[src/rtl/noc_net_interface.sv]
// NoC network interface: PE valid/ready ports bridged to 2-phase
// bundled-data router links, with a TX FIFO and a single-entry RX register.
module noc_net_interface #(
    parameter int         WIDTH_PACKAGE = 50,
    parameter logic [3:0] NODE_LOC      = 4'b00_00,
    parameter int         FIFO_DEPTH    = 4
) (
    input  logic                     clk,
    input  logic                     rst_n,
    input  logic                     pe_tx_valid,
    output logic                     pe_tx_ready,
    input  logic [3:0]               pe_tx_dest,
    input  logic [1:0]               pe_tx_type,
    input  logic [31:0]              pe_tx_data,
    output logic                     link_tx_req,
    output logic [WIDTH_PACKAGE-1:0] link_tx_data,
    input  logic                     link_tx_ack,
    input  logic                     link_rx_req,
    input  logic [WIDTH_PACKAGE-1:0] link_rx_data,
    output logic                     link_rx_ack,
    output logic                     pe_rx_valid,
    input  logic                     pe_rx_ready,
    output logic [3:0]               pe_rx_src,
    output logic [1:0]               pe_rx_type,
    output logic [7:0]               pe_rx_seq,
    output logic [31:0]              pe_rx_data,
    output logic                     rx_misroute
);

    localparam int AW = (FIFO_DEPTH > 1) ? $clog2(FIFO_DEPTH) : 1;
    localparam int CW = AW + 1;

    typedef struct packed {
        logic [3:0]  dest;
        logic [3:0]  src;
        logic [1:0]  ptype;
        logic [7:0]  seq;
        logic [31:0] data;
    } pkt_t;

    typedef enum logic {
        TX_IDLE,
        TX_WAIT_ACK
    } tx_state_t;

    logic [WIDTH_PACKAGE-1:0] fifo_mem [FIFO_DEPTH];
    logic [AW-1:0]            wr_ptr;
    logic [AW-1:0]            rd_ptr;
    logic [CW-1:0]            count;
    logic [7:0]               seq_cnt;
    logic                     rdy_en;
    logic                     push;
    logic                     pop;
    logic                     tx_load;
    tx_state_t                tx_state;
    tx_state_t                tx_next;
    logic                     tx_ack_s1;
    logic                     tx_ack_s2;

    // Ready stays low until the first edge after reset release
    assign pe_tx_ready = rdy_en && (count < CW'(FIFO_DEPTH));
    assign push        = pe_tx_valid && pe_tx_ready;

    always_ff @(posedge clk or negedge rst_n) begin
        if (!rst_n) begin
            for (int i = 0; i < FIFO_DEPTH; i++) fifo_mem[i] <= '0;
            wr_ptr  <= '0;
            rd_ptr  <= '0;
            count   <= '0;
            seq_cnt <= '0;
            rdy_en  <= 1'b0;
        end else begin
            rdy_en <= 1'b1;
            if (push) begin
                fifo_mem[wr_ptr] <= {pe_tx_dest, NODE_LOC, pe_tx_type,
                                     seq_cnt, pe_tx_data};
                wr_ptr  <= wr_ptr + 1'b1;
                seq_cnt <= seq_cnt + 8'd1;
            end
            if (pop) rd_ptr <= rd_ptr + 1'b1;
            count <= count + CW'(push) - CW'(pop);
        end
    end

    always_ff @(posedge clk or negedge rst_n) begin
        if (!rst_n) begin
            tx_ack_s1 <= 1'b0;
            tx_ack_s2 <= 1'b0;
        end else begin
            tx_ack_s1 <= link_tx_ack;
            tx_ack_s2 <= tx_ack_s1;
        end
    end

    always_ff @(posedge clk or negedge rst_n) begin
        if (!rst_n) tx_state <= TX_IDLE;
        else        tx_state <= tx_next;
    end

    always_comb begin
        tx_next = tx_state;
        tx_load = 1'b0;
        pop     = 1'b0;
        unique case (tx_state)
            TX_IDLE: begin
                if (count != '0) begin
                    tx_load = 1'b1;
                    tx_next = TX_WAIT_ACK;
                end
            end
            TX_WAIT_ACK: begin
                if (tx_ack_s2 == link_tx_req) begin
                    pop     = 1'b1;
                    tx_next = TX_IDLE;
                end
            end
        endcase
    end

    // Data is loaded together with the req toggle and held until the pop
    always_ff @(posedge clk or negedge rst_n) begin
        if (!rst_n) begin
            link_tx_req  <= 1'b0;
            link_tx_data <= '0;
        end else if (tx_load) begin
            link_tx_req  <= ~link_tx_req;
            link_tx_data <= fifo_mem[rd_ptr];
        end
    end

    logic rx_req_s1;
    logic rx_req_s2;
    logic rx_pending;
    logic rx_capture;
    logic rx_drain;
    logic rx_to_me;
    pkt_t rx_pkt;

    assign rx_pkt     = pkt_t'(link_rx_data);
    assign rx_to_me   = (rx_pkt.dest == NODE_LOC);
    assign rx_pending = (rx_req_s2 != link_rx_ack);
    assign rx_drain   = pe_rx_valid && pe_rx_ready;
    assign rx_capture = rx_pending && (!pe_rx_valid || pe_rx_ready);

    always_ff @(posedge clk or negedge rst_n) begin
        if (!rst_n) begin
            rx_req_s1 <= 1'b0;
            rx_req_s2 <= 1'b0;
        end else begin
            rx_req_s1 <= link_rx_req;
            rx_req_s2 <= rx_req_s1;
        end
    end

    // Misrouted packets are acknowledged and dropped, leaving a sticky flag
    always_ff @(posedge clk or negedge rst_n) begin
        if (!rst_n) begin
            link_rx_ack <= 1'b0;
            pe_rx_valid <= 1'b0;
            pe_rx_src   <= '0;
            pe_rx_type  <= '0;
            pe_rx_seq   <= '0;
            pe_rx_data  <= '0;
            rx_misroute <= 1'b0;
        end else begin
            if (rx_capture) link_rx_ack <= ~link_rx_ack;
            if (rx_capture && rx_to_me) begin
                pe_rx_valid <= 1'b1;
                pe_rx_src   <= rx_pkt.src;
                pe_rx_type  <= rx_pkt.ptype;
                pe_rx_seq   <= rx_pkt.seq;
                pe_rx_data  <= rx_pkt.data;
            end else if (rx_drain) begin
                pe_rx_valid <= 1'b0;
            end
            if (rx_capture && !rx_to_me) rx_misroute <= 1'b1;
        end
    end

endmodule

[config.mk]
export PLATFORM = sky130hd
export DESIGN_NAME = noc_net_interface
export DESIGN_NICKNAME = d
export VERILOG_FILES = /design/src/rtl/noc_net_interface.sv
export SDC_FILE = /design/constraint.sdc
export NUM_CORES = 1
export LEC_CHECK = 0
export BUFFER_PORTS_ARGS = -buffer_cell sky130_fd_sc_hd__buf_2
export CAP_MARGIN = 15
export CORE_MARGIN = 5
export CORE_UTILIZATION = 50
export DETAILED_ROUTE_END_ITERATION = 7
export GPL_TIMING_DRIVEN = 0
export PLACE_DENSITY = 0.75
export SYNTH_ARGS = -nofsm -noshare
export SYNTH_HDL_FRONTEND = slang
export SYNTH_SLANG_ARGS = --single-unit
[constraint.sdc]
create_clock -name clk -period 3.07 [get_ports clk]
set_input_delay 0.4605 -clock clk [delete_from_list [all_inputs] [get_ports clk]]
set_output_delay 0.4605 -clock clk [all_outputs]
set_load 0.005 [all_outputs]
Word level (Yosys, flattened, before mapping)
Index checks and enable logic that the tools add are counted.

cells by class
  $add $sub $neg = 5
  order comparisons = 4
  equality and inequality tests = 2
  multiplexer cells = 14
  bitwise operators = 5
  reductions and logical operators = 13

operator list
  cell                                                                   count
  200-bit bitwise mux                                                    1
  50-bit two-way mux                                                     3
  50-bit binary-select mux with 2-bit select                             1
  50-bit demux with 2-bit select                                         1
  8-bit by 1-bit adder with 8-bit output (second input constant)         1
  1-bit logical AND                                                      7
  1-bit two-way mux                                                      7
  3-bit >= comparator (second input constant)                            2
  2-bit NOT with 3-bit output                                            2
  2-bit by 1-bit adder with 2-bit output (second input constant)         2
  4-bit zero test                                                        1
  3-bit by 1-bit adder with 3-bit output                                 1
  3-bit by 1-bit < comparator with 1-bit output (second input constant)  1
  3-bit < comparator (second input constant)                             1
  1-bit NOT                                                              3
  3-bit nonzero test                                                     1
  3-bit by 1-bit subtractor with 3-bit output                            1
  1-bit zero test                                                        2
  1-bit case mux with 2 select lines                                     1
  2-bit nonzero test                                                     1
  1-bit == test                                                          1
  1-bit logical OR                                                       1
  1-bit != test                                                          1

storage, ports and cells
  register bits after elaboration = 321
  input bits = 94
  output and inout bits = 101

Longest topological paths before layout
Gate-level depths: netlist of run 1.

  word-level depth = 6
  mapped depth = 9
  depth with buffers taken out = 8

Worst setup path after synthesis of run 1
No wires, ideal clock.

  path type = input to register
  start point = in pe_tx_valid
  end point = reg count[2]
  setup time = 0.123 ns
  arrival time = 2.028 ns
  required time = 2.947 ns
  slack = 0.919 ns
  stages = 9
  path buffers = 1
  cells stage by stage = and3b_2 -> buf_6 -> inv_2 -> ha_1 -> inv_1 -> ha_1 -> fa_1 -> xor2_1 -> xnor2_1

on the way
  word-level cells in the longest chain between the ends = 3

RTL lines
  element                                      line  text
  start, declared                              10    input logic pe_tx_valid,
  1-bit logical AND                            62    assign push = pe_tx_valid && pe_tx_ready;
  3-bit by 1-bit adder with 3-bit output       81    count <= count + CW'(push) - CW'(pop);
  3-bit by 1-bit subtractor with 3-bit output  81
  end signal, assigned                         81
  end, declared                                49    logic [CW-1:0] count;

Every way passes these cells.
A chain may end at the register's enable or synchronous reset.

Final worst setup path of run 1
  start point = reg count[2]
  end point = reg count[2]

on the way
  word-level cells in the longest chain between the ends = 5

RTL lines
  element                                        line  text
  3-bit < comparator                             61    assign pe_tx_ready = rdy_en && (count < CW'(FIFO_DEPTH));
  1-bit logical AND                              61
  1-bit logical AND                              62
  3-bit by 1-bit adder with 3-bit output *       81
  3-bit by 1-bit subtractor with 3-bit output *  81

Every way passes the cells marked *; elsewhere a longest branch is shown, timed or not.

==> summary.md, run 1 <==
| Metric | Value |
|---|---|
| Routability Congestion | ~0.77 |
| Count of cell types in the netlist | 31 |
| CTS H-tree depth | 1 |
| Util after Layout | between 60% and 70% |
| Peak VDD IR | approximately 0.56 mV |
| CTS Buf Count | 31 |
| Setup TNS | 0 ns |
| Status | finished with violations |
| Worst slew pin tran | ~0.87 ns |
| Unrepaired setup endpoints after global routing | no |
| Post-route met1 wirelength | 10600 um |
| Register share of total power | approximately 43% |
| Postcts setup bufs | 0 |
| Crit. End Element | flop |
| #FFs+latches synth | ~300 |
| Via density | 5.24 |
| Starting Density | slightly above 50% |
| Die Area | 28200 um2 |
| Commonest non-fill, non-tap cell in the layout | dfrtp_1 |
| Vias | 6843 |
| Clock power frac | 25.6% |
| Clk root buf | clkbuf_16 |
| CTS clk-pin slew, worst paths | 0.06 ns |
| TritonCTS clock tree | done |
| DP Cell Count | 1247 |
| Net Sw Frac | a little over a quarter |
| CTS max path bufs | 3 |
| Max-Cap Viols | 0 |
| Cell Int Power | around 11 mW |
| I/O pin cnt | a little under 200 |
| Routed wl met2 | 12400 um |
| Tmin final | ~2.3 ns |
| Setup Skew | about 0.021 ns |
| Total track usage | 17.7% |
| Switching pwr | ~4.0 mW |
| Failing checks | negative hold slack |
| Yosys warning total | 0 |
| Slew margin rel. | a little over two fifths |
| Reg2Reg Launch Point | count[2] |
| Worst Setup SP | count[2] |
| Data arrival, critical path | ~2.8 ns |
| Site Rows | 57 |
| Area delta synth->final | 20.0% |
| Crit path kind | flop to flop |
| Non-filler instance count after layout | between 1000 and 1500 |
| Starting DRT DRC Count | around 270 |
| WL/cell | ~19 um |
| Max Fclk | ~0.43 GHz |
| Final Hold Viols | 25 |
| DPL Wire Length | between 15000 and 20000 um |
| PwrDens | between 900 and 1000 nW/um2 |
| Grt ovf | 0 |
| Worst-Skew Late Latency | around 0.56 ns |
| Clk sinks | 301 |
| Largest net degree at the start of global routing | ~110 |
| Crit path max fanout | 10 |
| Die W | ~170 um |
| Die Height | about 170 um |
| Count of buffers from port buffering | 190 |
| Worst min-delay path class | primary input to asynchronous set/reset pin |
| Period utilisation layout | 76.3% |
| P_leak | slightly above 7 nW |
| Worst hold margin | -0.0118 ns |
| # setup viols final | 0 |
| Total power | roughly 15 mW |
| Synthesized instance count | approximately 730 |
| Slew Viols, Final | 0 |
| Metal3 WL | 1050 um |
| Mean cell area of the mapped netlist | 17.1 um2 |
| Initial antenna violation count | 3 |
| Post-route DRC violation count | 0 |
| Netlist Area Pre-Place | 12500 um2 |
| Remaining antenna violation count | 0 |
| Most frequent cells in the layout | dfrtp_1, mux2_2, buf_2 |
| Combinational fraction of design power | between 30% and 40% |
| WL final | ~25000 um |
| Sequential area share after synthesis | about three fifths |
| Core Footprint | around 24000 um2 |
| Crit path launch type | flop |
| Share of layout cells above drive strength 1 | about three fifths |
| DRT Pass-1 Iters | 4 |
| Vias in the first global route | ~7500 |
| Worst path required time | 3.50 ns |
| Top Metal Used | met5 |
| First-pass GRT wire length | slightly above 40000 um |
| Nets | 1059 |
## cell usage after synthesis (all sizes together)
cell / count / share of area (%)
inv: 6 / 0.18
clkbuf: 4 / 0.12
mux2: 277 / 25
fa: 1 / 0.16
and3b: 1 / 0.080
nor2: 2 / 0.060
o21bai: 1 / 0.060
nor3: 2 / 0.080
and2: 1 / 0.050
xnor2: 8 / 0.56
xor2: 7 / 0.49
nand4: 1 / 0.050
nor2b: 1 / 0.050
buf: 37 / 2.3
mux4: 46 / 8.3
nor4: 2 / 0.20
conb: 2 / 0.060
nand3: 3 / 0.12
dfrtp: 301 / 60
nand2b: 1 / 0.050
mux2i: 1 / 0.080
o21ai: 1 / 0.040
ha: 7 / 0.70
and3: 1 / 0.050
nand2: 14 / 0.58
## sequential cells by signal (all words and copies together), names as in the netlist, 3 cells and up
name / count
pe_rx_seq: 8
pe_rx_data: 32
pe_rx_src: 4
seq_cnt: 8
count: 3
fifo_mem: 184
link_tx_data: 46
## path summary, 6_finish.rpt
kind,endpoint,slack [ns],cells past startpoint
max,count[2],0.73,9
min,fifo_mem[90],-0.01,1
max reg2reg,count[2],0.73,9
min reg2reg,rx_req_s2,0.35,0
max in group asynchronous,pe_rx_data[0],2.06,2
min in group clk,rx_req_s1,0.03,1
## timing repair
item | CTS | global route
gates resized for setup | 0 | 0
hold buffers | 1 | 0
hold endpoints to repair | 1 | 0
## stage by stage
step / setup slack [ns] / area [um2]
5_1_grt: 0.592 / 15000
4_1_cts: 0.721 / 14900
3_5_place_dp: 0.697 / 13900
2_1_floorplan: 0.919 / 12500
6_report: 0.728 / 15000
3_3_place_gp: -4.15 / 13800
## power by group through the flow
stage / clock network (mW) / registers, mW / logic [mW]
finish: 3.75 / 6.37 / 4.55
global route: 4.05 / 6.58 / 5.01
CTS: 3.85 / 6.38 / 4.66
detailed placement: 0 / 6.44 / 4.65
global placement: 0 / 6.38 / 4.52
floorplan: 0 / 6.27 / 3.32
## cell type report
type | count | area [um2]
multi-input combinational | 383 | 4610
sequential | 301 | 7530
tap | 324 | 405
inverter | 6 | 22.5
fill | 1878 | 9510
clock inverter | 12 | 119
buffer | 41 | 307
timing repair buffer | 193 | 1030
clock buffer | 45 | 928
antenna | 2 | 5.00
## routing by layer
layer  track usage (%)  vias to the layer above
met5                 0                        -
met4              4.45                        2
met3              2.95                       37
met2              29.7                      128
met1              24.3                     3573
li1                  -                     3103
## critical path, cell delays in order (launching register included)
cell and delay (ns):
dfrtp_1 0.43, and3b_2 0.33, buf_6 0.18, inv_2 0.09
ha_1 0.28, inv_1 0.04, ha_1 0.18, fa_1 0.37
xor2_1 0.18, xnor2_1 0.13
## cells by family after synthesis
kind of cell,synth area share [%]
xor+xnor,1.05
flops,60.5
mux,33.4
compound gates,0.100
fa+ha+maj,0.864
simple gates,1.38
other cells,0.0603
buf+inv,2.64
(Power assumes the default switching activity.)
==> run 2, diff against run 1 <==
--- a/config.mk
+++ b/config.mk
@@ -11,7 +11,7 @@
 export CORE_UTILIZATION = 50
 export DETAILED_ROUTE_END_ITERATION = 7
 export GPL_TIMING_DRIVEN = 0
-export PLACE_DENSITY = 0.75
+export PLACE_DENSITY = 0.78
 export SYNTH_ARGS = -nofsm -noshare
 export SYNTH_HDL_FRONTEND = slang
 export SYNTH_SLANG_ARGS = --single-unit
==> constraint.sdc (replaced) <==
create_clock -name clk -period 1.9 [get_ports clk]
set_input_delay 0.285 -clock clk [delete_from_list [all_inputs] [get_ports clk]]
set_output_delay 0.285 -clock clk [all_outputs]
set_load 0.005 [all_outputs]
==> run 2 against run 1 <==
  * The flow finishes with violations (negative setup slack)
  * Register-to-register slack got worse by 0.86 ns
  * Wire length increased by 7.1%
  * Non-clock buffer count rose by 78
  * Critical path type unchanged
  * Largest power group unchanged
  * Highest routed layer is now met4
==> summary.md, run 2 (synthesis results as in run 1) <==
| Metric | Value |
|---|---|
| I/O pin cnt | 195 (unchanged) |
| Clk root buf | clkbuf_16 |
| WL/cell | 19.0 um (+1.4%) |
| # setup viols final | 1 (+1) |
| PwrDens | 1510 nW/um2 (+54%) |
| First-pass GRT wire length | 42900 um (+5.6%) |
| Peak VDD IR | 0.918 mV (+65%) |
| Regs by FF count | fifo_mem x184, link_tx_data x46, pe_rx_data x32 |
| DPL Wire Length | 16700 um (+0.60%) |
| Grt ovf | 0 (unchanged) |
| Final setup margin | -0.133 ns (-0.861 ns) |
| Die Height | 168 um (unchanged) |
| Crit path max fanout | 2 (-8) |
| Total power | 23.8 mW (+62%) |
| Routability Congestion | 0.737 (-3.7%) |
| Worst-Skew Late Latency | 0.55 ns (about the same) |
| Share of layout cells above drive strength 1 | 55.7% (-3.8 points) |
| Most frequent cells in the layout | dfrtp_1, mux2_2, buf_2 |
| Vias | 7250 (+5.9%) |
| Status | finished with violations |
| Biggest register | fifo_mem |
| TritonCTS clock tree | done |
| Tmin final | 2.03 ns (-0.309 ns) |
| DRT Pass-1 Iters | 4 (unchanged) |
| Commonest non-fill, non-tap cell in the layout | dfrtp_1 |
| Count of buffers from port buffering | 190 (unchanged) |
| CTS Buf Count | 31 (unchanged) |
| Max-Cap Viols | 0 (unchanged) |
| Total track usage | 18.7% (+0.98 points) |
| Die Area | 28200 um2 (unchanged) |
| Worst slew pin tran | 0.667 ns (-0.199 ns) |
| Largest net degree at the start of global routing | 126 (+13%) |
| Initial antenna violation count | 0 (-3) |
| Site Rows | 57 (unchanged) |
| Remaining antenna violation count | 0 (unchanged) |
| Final Hold Viols | 0 (-100%) |
| Area delta synth->final | 26.3% |
| Starting DRT DRC Count | 398 (+48%) |
| Data arrival, critical path | 2.46 ns (-0.31 ns) |
| Setup TNS | -0.133 ns (-0.133 ns) |
| Crit path launch type | flop |
| Failing checks | negative setup slack |
| Worst path required time | 2.32 ns (-1.18 ns) |
| CTS clk-pin slew, worst paths | 0.06 ns (about the same) |
| Starting Density | 50.9% (unchanged) |
| Post-route DRC violation count | 0 (unchanged) |
| Slew margin rel. | 55.6% (+13 points) |
| WL final | 26300 um (+7.1%) |
| P_leak | 7.48 nW (+4.5%) |
| Die W | 168 um (unchanged) |
| Crit path kind | flop to flop |
| Fillcell total | 1730 (-7.9%) |
| Nets | 1137 (+7.4%) |
| Vias in the first global route | 8043 (+6.8%) |
| Via density | 5.25 (+0.27%) |
| Slew Viols, Final | 0 (unchanged) |
| Core Footprint | 24500 um2 (unchanged) |
| Max reg flops | 184 (unchanged) |
| Crit. End Element | flop |
| Clk sinks | 301 (unchanged) |
| Max Fclk | 0.492 GHz (+15%) |
| Setup Skew | 0.0184 ns (-0.00251 ns) |
| Unrepaired setup endpoints after global routing | yes |
| Period utilisation layout | 107% (+31 points) |
| CTS H-tree depth | 1 (unchanged) |
| CTS max path bufs | 3 (unchanged) |
| Worst min-delay path class | primary input to flop |
## run 2: changes by cell type in the layout (fill, tap and decap cells not counted), moves of 2 or more
| cell | change |
|---|---|
| buf_4 | +16 |
| buf_2 | -12 |
| ha_1 | -2 |
| clkbuf_1 | +4 |
| clkinvlp_4 | -2 |
| bufinv_16 | -2 |
| clkinv_2 | -5 |
| dlygate4sd3_1 | +72 |
| clkbuf_2 | +3 |
| ha_4 | +2 |
## run 2: worst max-delay path, cell delays in order (launching register included)
cell     delay (ns)
dfrtp_1        0.41
and3b_2        0.30
buf_12         0.12
inv_8          0.03
ha_4           0.26
inv_4          0.03
ha_4           0.15
fa_2           0.33
xor2_1         0.15
xnor2_1        0.13
## run 2: layout make-up
| cell class | count | area [um2] | area share, % |
|---|---|---|---|
| Inverter | 6 | 32.5 | 0.207 |
| Clock buffer | 51 | 941 | 5.98 |
| Buffer | 41 | 349 | 2.22 |
| Clock inverter | 3 | 18.8 | 0.119 |
| Multi-Input combinational cell | 383 | 4640 | 29.5 |
| Antenna cell | 1 | 2.50 | 0.0159 |
| Sequential cell | 301 | 7530 | 47.9 |
| Timing Repair Buffer | 271 | 1810 | 11.5 |
| Tap cell | 324 | 405 | 2.58 |
## run 2: final timing paths
check	start	to	slack, ns	depth (start not counted)
worst max-delay path	count[2]	count[2]	-0.13	9
worst min-delay path	pe_tx_data[12]	fifo_mem[62]	0.01	2
worst max register to register	count[2]	count[2]	-0.13	9
worst min register to register	rx_req_s1	rx_req_s2	0.33	0
max in group asynchronous	rst_n	fifo_mem[65]	0.41	4
min in group asynchronous	rst_n	fifo_mem[107]	0.26	2
## run 2: report_power, final
part	total [mW]	internal, mW	switching [mW]
Sequential	10.3	9.03	1.29
Clock	5.71	3.34	2.37
Combinational	7.79	4.79	2.99
Total	23.8	17.2	6.65
## run 2: metal layers
metal / routed length (um) / track usage (%) / vias up
met4: 737 / 5.29 / 0
li1: - / - / 3257
met5: 0 / 0 / -
met2: 13200 / 31.5 / 153
met3: 954 / 2.86 / 53
met1: 11300 / 25.4 / 3787
## run 2: metrics by stage
| stage | worst slack [ns] | cell area, um2 | instances | hold slack, ns | utilization [%] |
|---|---|---|---|---|---|
| after global routing | -0.184 | 15700 | 1380 | 0.0128 | 64.3 |
| final | -0.133 | 15700 | 1381 | 0.0143 | 64.3 |
| after global placement | -5.09 | 13900 | 1245 | 0.335 | 56.7 |
| after detailed placement | -0.316 | 13900 | 1247 | 0.238 | 56.9 |
| after CTS | -0.128 | 15700 | 1379 | 0.000586 | 64.1 |
| after floorplan | -0.138 | 12500 | 731 | -0.0106 | - |
## run 2: repair_timing
item | in CTS | in global routing
gates cloned | 0 | 1
setup buffers | 5 | 0
hold buffers | 73 | 0
hold endpoints to repair | 172 | 0
resized for setup | 11 | 12
pin swaps | 3 | 0
endpoints found under the setup margin | 32 | 207
